<file path="config.mk">
export PLATFORM = sky130hd
export DESIGN_NAME = audio_adc_rx
export DESIGN_NICKNAME = d
export VERILOG_FILES = /design/src/rtl/audio_adc_rx.sv
export SDC_FILE = /design/constraint.sdc
export NUM_CORES = 1
export LEC_CHECK = 0
export CAP_MARGIN = 0
export CORE_MARGIN = 10
export CORE_UTILIZATION = 58
export CTS_BUF_LIST = sky130_fd_sc_hd__clkbuf_4 sky130_fd_sc_hd__clkbuf_8
export CTS_CLUSTER_SIZE = 12
export DETAILED_ROUTE_END_ITERATION = 10
export GPL_TIMING_DRIVEN = 0
export PLACE_DENSITY_LB_ADDON = 0.25
export SYNTH_ARGS = -nofsm -noshare
export SYNTH_HDL_FRONTEND = slang
export SYNTH_SLANG_ARGS = --single-unit
</file>
<file path="constraint.sdc">
create_clock -name clk -period 2.4 [get_ports clk]
set_input_delay 0.6 -clock clk [delete_from_list [all_inputs] [get_ports clk]]
set_output_delay 0.6 -clock clk [all_outputs]
set_load 0.05 [all_outputs]
</file>
<file path="src/rtl/audio_adc_rx.sv">
// audio_adc_rx: I2S / left-justified codec ADC receiver presenting stereo pairs on valid/ready
module audio_adc_rx #(
  parameter int DATA_WIDTH = 32,
  parameter bit I2S_MODE = 1'b1
) (
  input  logic                  clk,
  input  logic                  reset,
  input  logic                  bclk,
  input  logic                  adclrck,
  input  logic                  adcdat,
  output logic [DATA_WIDTH-1:0] out_left,
  output logic [DATA_WIDTH-1:0] out_right,
  output logic                  out_valid,
  input  logic                  out_ready,
  output logic                  overrun,
  input  logic                  clear_ovr
);
  localparam int CW = $clog2(DATA_WIDTH + 1);
  typedef enum logic [1:0] {ALIGN, DELAY, SHIFT, WAIT} state_t;
  state_t state, state_n;
  logic [2:0] bclk_s;
  logic [1:0] lrck_s, dat_s;
  logic lrck_last, chan, left_done, pair_new;
  logic [CW-1:0] bitcnt;
  logic [DATA_WIDTH-1:0] shreg, left_buf, pair_left, pair_right, msb, ins, word;
  logic rise, lr_edge, restart, commit, shift_en, load;
  assign rise = bclk_s[1] & ~bclk_s[2];
  assign lr_edge = rise && (lrck_s[1] != lrck_last);
  assign msb = {dat_s[1], {(DATA_WIDTH-1){1'b0}}};
  assign ins = msb >> bitcnt;
  // a restart commit excludes the current bit, which belongs to the new channel
  assign word = restart ? shreg : (shreg | ins);
  assign load = pair_new && (!out_valid || out_ready);
  always_comb begin
    state_n = state;
    restart = 1'b0;
    commit = 1'b0;
    shift_en = 1'b0;
    if (lr_edge && (state != ALIGN || !lrck_s[1])) begin
      restart = 1'b1;
      commit = state == SHIFT || state == DELAY;
      state_n = I2S_MODE ? DELAY : SHIFT;
    end else if (rise && (state == DELAY || state == SHIFT)) begin
      shift_en = 1'b1;
      commit = bitcnt == CW'(DATA_WIDTH - 1);
      state_n = commit ? WAIT : SHIFT;
    end
  end
  always_ff @(posedge clk) begin
    if (!reset) state <= ALIGN;
    else state <= state_n;
  end
  always_ff @(posedge clk) begin
    if (!reset) begin
      bclk_s <= '0;
      lrck_s <= '0;
      dat_s <= '0;
      lrck_last <= 1'b0;
      chan <= 1'b0;
      left_done <= 1'b0;
      pair_new <= 1'b0;
      bitcnt <= '0;
      shreg <= '0;
      left_buf <= '0;
      pair_left <= '0;
      pair_right <= '0;
      out_left <= '0;
      out_right <= '0;
      out_valid <= 1'b0;
      overrun <= 1'b0;
    end else begin
      bclk_s <= {bclk_s[1:0], bclk};
      lrck_s <= {lrck_s[0], adclrck};
      dat_s <= {dat_s[0], adcdat};
      pair_new <= 1'b0;
      if (rise) lrck_last <= lrck_s[1];
      // left-justified mode takes the MSB on the very rise that reveals the edge
      if (restart) begin
        chan <= lrck_s[1];
        shreg <= I2S_MODE ? '0 : msb;
        bitcnt <= I2S_MODE ? '0 : CW'(1);
      end else if (shift_en) begin
        shreg <= shreg | ins;
        bitcnt <= bitcnt + 1'b1;
      end
      if (commit && !chan) begin
        left_buf <= word;
        left_done <= 1'b1;
      end
      if (commit && chan && left_done) begin
        pair_left <= left_buf;
        pair_right <= word;
        left_done <= 1'b0;
        pair_new <= 1'b1;
      end
      if (load) begin
        out_left <= pair_left;
        out_right <= pair_right;
      end
      out_valid <= load | (out_valid & ~out_ready);
      overrun <= (pair_new & out_valid & ~out_ready) | (overrun & ~clear_ovr);
    end
  end
endmodule

</file>
Word level (Yosys, flattened, before mapping)
Index checks and enable logic that the tools add are counted.
Widths: inputs -> output; s select.

operators by class
  bitwise operators = 12
  muxes and demuxes = 10
  shift-type cells = 1
  reduce and logical (&&, ||, !) cells = 18
  $add $sub $neg = 1
  eq/ne operators = 4

operators with widths
  cell                 number
  $mux 32              1
  $or 32x32->32        1
  $shr 32x6->32        1
  $mux 1               9
  $logic_and 1x1->1    7
  $add 6x1->6 const B  1
  $eq 6x5->1 const B   1
  $reduce_or 2->1      3
  $and 1x1->1          5
  $not 1->1            4
  $reduce_bool 2->1    2
  $logic_not 1->1      3
  $logic_or 1x1->1     3
  $eq 2x1->1 const B   1
  $eq 2x2->1 const B   1
  $or 1x1->1           2
  $ne 1x1->1           1

storage, ports and cells
  output and inout port bits = 66
  logic and storage cells = 64
  register bits = 213
  input port bits = 7

Depth between registers and ports, before layout
  depth after elaboration = 8
  mapped depth = 9
  gate-level depth less buffers = 7

Worst setup path after synthesis
Ideal clock, no wire load.

  path type = register to register
  start point = reg state[0]
  end point = reg pair_left[10]
  required time = 2.283 ns
  stages on the path, launching flop included = 10
  period minus slack after synthesis = 1.879 ns
  setup slack = 0.521 ns
  path buffers = 3
  library setup time = 0.117 ns
  arrival time = 1.762 ns
  path through = dfxtp_1 > inv_1 > ha_1 > and3b_1 > clkbuf_1 > and3_1 > a21oi_2 > buf_2 > buf_6 > a22o_1

on the way
  longest elaborated chain between the ends = 7
  elaborated cells between the ends (all ways) = 11
  those cells by class = eq/ne: 2; mux: 2; reduce/logical: 7

ends and longest elaborated chain
  item                                             RTL line  text
  start: declaration                               20        state_t state, state_n;
  start signal: assignment                         51        else state <= state_n;
  $eq 2x1->1 / $eq 2x2->1 (equally long branches)  41, 43
  $logic_or 1x1->1                                 41, 43
  $logic_and 1x1->1                                43        end else if (rise && (state == DELAY || state == SHIFT)) begin
  $mux 1                                           43
  $mux 1 (*)                                       39        if (lr_edge && (state != ALIGN || !lrck_s[1])) begin
  $logic_and 1x1->1 (*) (2 in a row)               90        if (commit && chan && left_done) begin
  end signal: assignment                           91        pair_left <= left_buf;
  end: declaration                                 25        logic [DATA_WIDTH-1:0] shreg, left_buf, pair_left, pair_right, msb, ins, word;

Mark *: on every way between the ends. The rest lies on a longest branch, timed or not.
A chain may end at the register's enable or synchronous reset.

Worst setup path in the final report
  start point = reg out_right[1]
  end point = out out_right[1]

RTL lines
  item                      RTL line  text
  start: declaration        12        output logic [DATA_WIDTH-1:0] out_right,
  start signal: assignment  98        out_right <= pair_right;

No word-level cell between the ends.

==> metrics.csv <==
stage,metric,value,unit
clock_tree,hold_buffers,0,
route,initialDrtViolationCount,446,
worst_hold_path,hold_class,reg2reg,
sta,min_period_over_period,94.72,%
clock_tree,cts.path.max_buffers,3,
outcome,status,completed,
route,drcViolationCount,0,
critical_path,cp_num_buf_inv,1,
cells_and_area,fin_cells,1066,
sta,worst_pin_slew,1238,ps
logic_synthesis,synth.distinct_cells,43,
floorplanning,rows,41,
critical_path,r2r_cells,9,
critical_path,cp_num_cells,1,
worst_hold_path,holdPathStages,1,
logic_synthesis,synthCells,768,
critical_path,startpoint_type,register,
route,dr_wl_met2,8807,um
critical_path,cp_max_fo,2,
critical_path,worstPathRequired,1800,ps
sta,drv_slew,0,
sta,timing.fmax,0.4399,GHz
logic_synthesis,synth_edf_count,0,
logic_synthesis,ys_ff_latch,213,
logic_synthesis,synth_top_area_share,57.92,%
critical_path,crit_end,out_right[1],
critical_path,worstPathArrival,1670,ps
logic_synthesis,synth_ff_type,dfxtp_1,
sta,report.final.hold_viol_count,0,
logic_synthesis,synthesis.area,7362,um2
floorplanning,initial_core_util,58.82,%
critical_path,r2r_end,pair_right[27],
job,maxCapViolations,0,
global_routing,grt_use_total,20.06,%
floorplanning,core_area,12520,um2
placement,gp_congestion,0.8381,
route,drtAntennaViolNets,0,
critical_path,rr_startpoint,state[0],
route,viasPerCell,5.650,
critical_path,cp-startpoint,out_right[1],
critical_path,cpLargestDelayFamily,buffers and inverters,
global_routing,grt_max_degree,11,
sta,relSlewSlack,16.80,%
pwr,pwr-share-comb,1.6,%
global_routing,first_global_vias,5901,
placement,placement.io_buffers,72,
route,num_vias,6023,
pwr,power_density,739.6,nW/um2
route,m1WireLength,7714,um
clock_tree,insertion_delay,490,ps
route,finalWirelength,18170,um
cells_and_area,final_layout_size_suffix_gt1_share,10.18,%
floorplanning,die_area,17600,um2
floorplanning,dieHeight,132.7,um
clock_tree,cts_num_sinks,213,
logic_synthesis,ys_warn_count,0,
clock_tree,cts_root_buffer,clkbuf_8,
clock_tree,cts_tree,yes,
critical_path,end_kind,output port,
cells_and_area,insertedDiodeCount,0,
pwr,switching_share,20.70,%
route,routedWlPerCell,17.04,um
pwr,total_power,0.006628,W
sta,holdWs,434.1,ps
pwr,peakVddDrop,0.4762,mV
critical_path,cp_slowest_cell,clkdlybuf4s50_1,
sta,finalSetupViolCount,0,
sta,finalClockSkew,20.29,ps
clock_tree,h-tree-depth,2,
floorplanning,die_width,132.7,um
floorplanning,io_pins,73,
logic_synthesis,netlist_top_cells_area,"dfxtp_1 (58%), a21oi_1 (9.9%), nand2_1 (7.0%)",
sta,fin_crit,2273,ps
logic_synthesis,synth_nets,777,
route,dr_wl_met3,1287,um
logic_synthesis,yosys.area.top_type,dfxtp_1,
critical_path,critPathKind,reg2out,
global_routing,overflow,0,
pwr,pwr-share-seq,53.5,%
cells_and_area,fin_nets,884,
route,topRoutingLayerUsed,met4,
logic_synthesis,synth.avg_cell_area,9.586,um2
global_routing,grt_pass1_wl,29810,um
cells_and_area,area_delta_synth_final,21.72,%
critical_path,slowest_delay,830,ps
clock_tree,path_clk_slew,60,ps
pwr,clockPowerShare,44.9,%
clock_tree,numCtsBuffers,34,
sta,rsz0062_at_grt,no,
critical_path,reg2reg_slack,140,ps
placement,dp_hpwl,13440,um
global_routing,antenna_found_initial,0,
placement,dpl.cell_count,1012,
route,drtPass1Iterations,5,
clock_tree,post_cts_buffers,0,
pwr,p_sw,0.001372,W
logic_synthesis,synth.yosys.seq_area_share,57.92,%
pwr,p_int,0.005256,W
pwr,power.leakage,3.049,nW
logic_synthesis,async_reset_ff_share,0,%
critical_path,crit_chain,clkdlybuf4s50_1,
power by group through the flow:
stage	combinational [W]	sequential [W]	clock, W
finish	0.000106	0.00355	0.00298
global route	0.000116	0.00354	0.00320
CTS	0.000105	0.00355	0.00301
detailed placement	0.000104	0.00362	0
global placement	0.000101	0.00362	0
floorplan	0.0000679	0.00362	0
placed cells by master, fill, tap and decap left out, drive strengths merged, types with 3 or more instances in the layout:
cell and instances:
a211oi 36, a21oi 147, a22o 48, a31oi 4
and2 9, buf 23, clkbuf 85, clkdlybuf4s50 72
dfxtp 213, inv 4, nand2 138, nand2b 5
nand3b 3, nor2 35, nor2b 5, nor3 3
o21ai 3, o2bb2ai 32, or3b 3
registers in the layout (all words and copies together) (netlist names), 2 cells and up:
signal / flops
pair_right: 32
bclk_s: 3
left_buf: 32
bitcnt: 6
lrck_s: 2
shreg: 32
state: 2
pair_left: 32
out_right: 32
out_left: 32
dat_s: 2
metal layers:
layer / GRT usage (%) / vias up
met5: 0 / -
met4: 6.785 / 0
met3: 4.391 / 37
met2: 34.37 / 219
met1: 24.34 / 2832
li1: - / 2935
timing repair:
action / 4_1_cts / 5_1_grt
setup endpoints to repair: 0 / 49
resized for setup: 0 / 10
hold endpoints to repair: 0 / 0
final cells by class:
type	count	area, um2
repair buffers	72	720.7
fillers	1009	3556
multi-input cells	495	2834
well taps	172	215.2
flip-flops and latches	213	4264
inverters	4	15.01
plain buffers	55	257.7
clock inverters	2	12.51
clock buffers	53	641.9
cell usage after synthesis, drive strengths merged (3+ instances only):
master and instances:
a21oi 147, nor2 35, a22o 48, o21ai 3
a31oi 4, nand3b 3, or3b 3, nand2 138
dfxtp 213, nor2b 5, a211oi 36, nand2b 5
nor3 3, buf 23, and2 9, inv 4
clkbuf 33, o2bb2ai 32
logic make-up after synthesis:
group                    after synthesis  synth area share (%)
adder cells (fa/ha/maj)                2                0.3399
flip-flops                           213                 57.92
buffers and inverters                 60                 3.688
multiplexers                           1                0.1360
AO/OA/AOI/OAI                        274                 24.56
AND/OR/NAND/NOR                      214                 12.88
XOR/XNOR                               4                0.4760
stage by stage:
step,TNS (ps),instance area [um2],setup slack [ps],util [%]
floorplan,0,7362,520.9,-
global placement,-13260,8298,-323.3,66.29
detailed placement,-15150,8298,-377.4,66.29
CTS,0,8952,51.04,71.52
global route,0,8961,1.873,71.59
finish,0,8961,126.8,71.59
worst min path at each step:
stage,to,from
after floorplan,bclk_s[1],bclk_s[0]
after global placement,lrck_s[1],lrck_s[0]
after detailed placement,lrck_s[1],lrck_s[0]
after CTS,lrck_s[1],lrck_s[0]
after global routing,bclk_s[1],bclk_s[0]
final,lrck_s[1],lrck_s[0]
No activity file was read; power rests on OpenSTA's default activity.
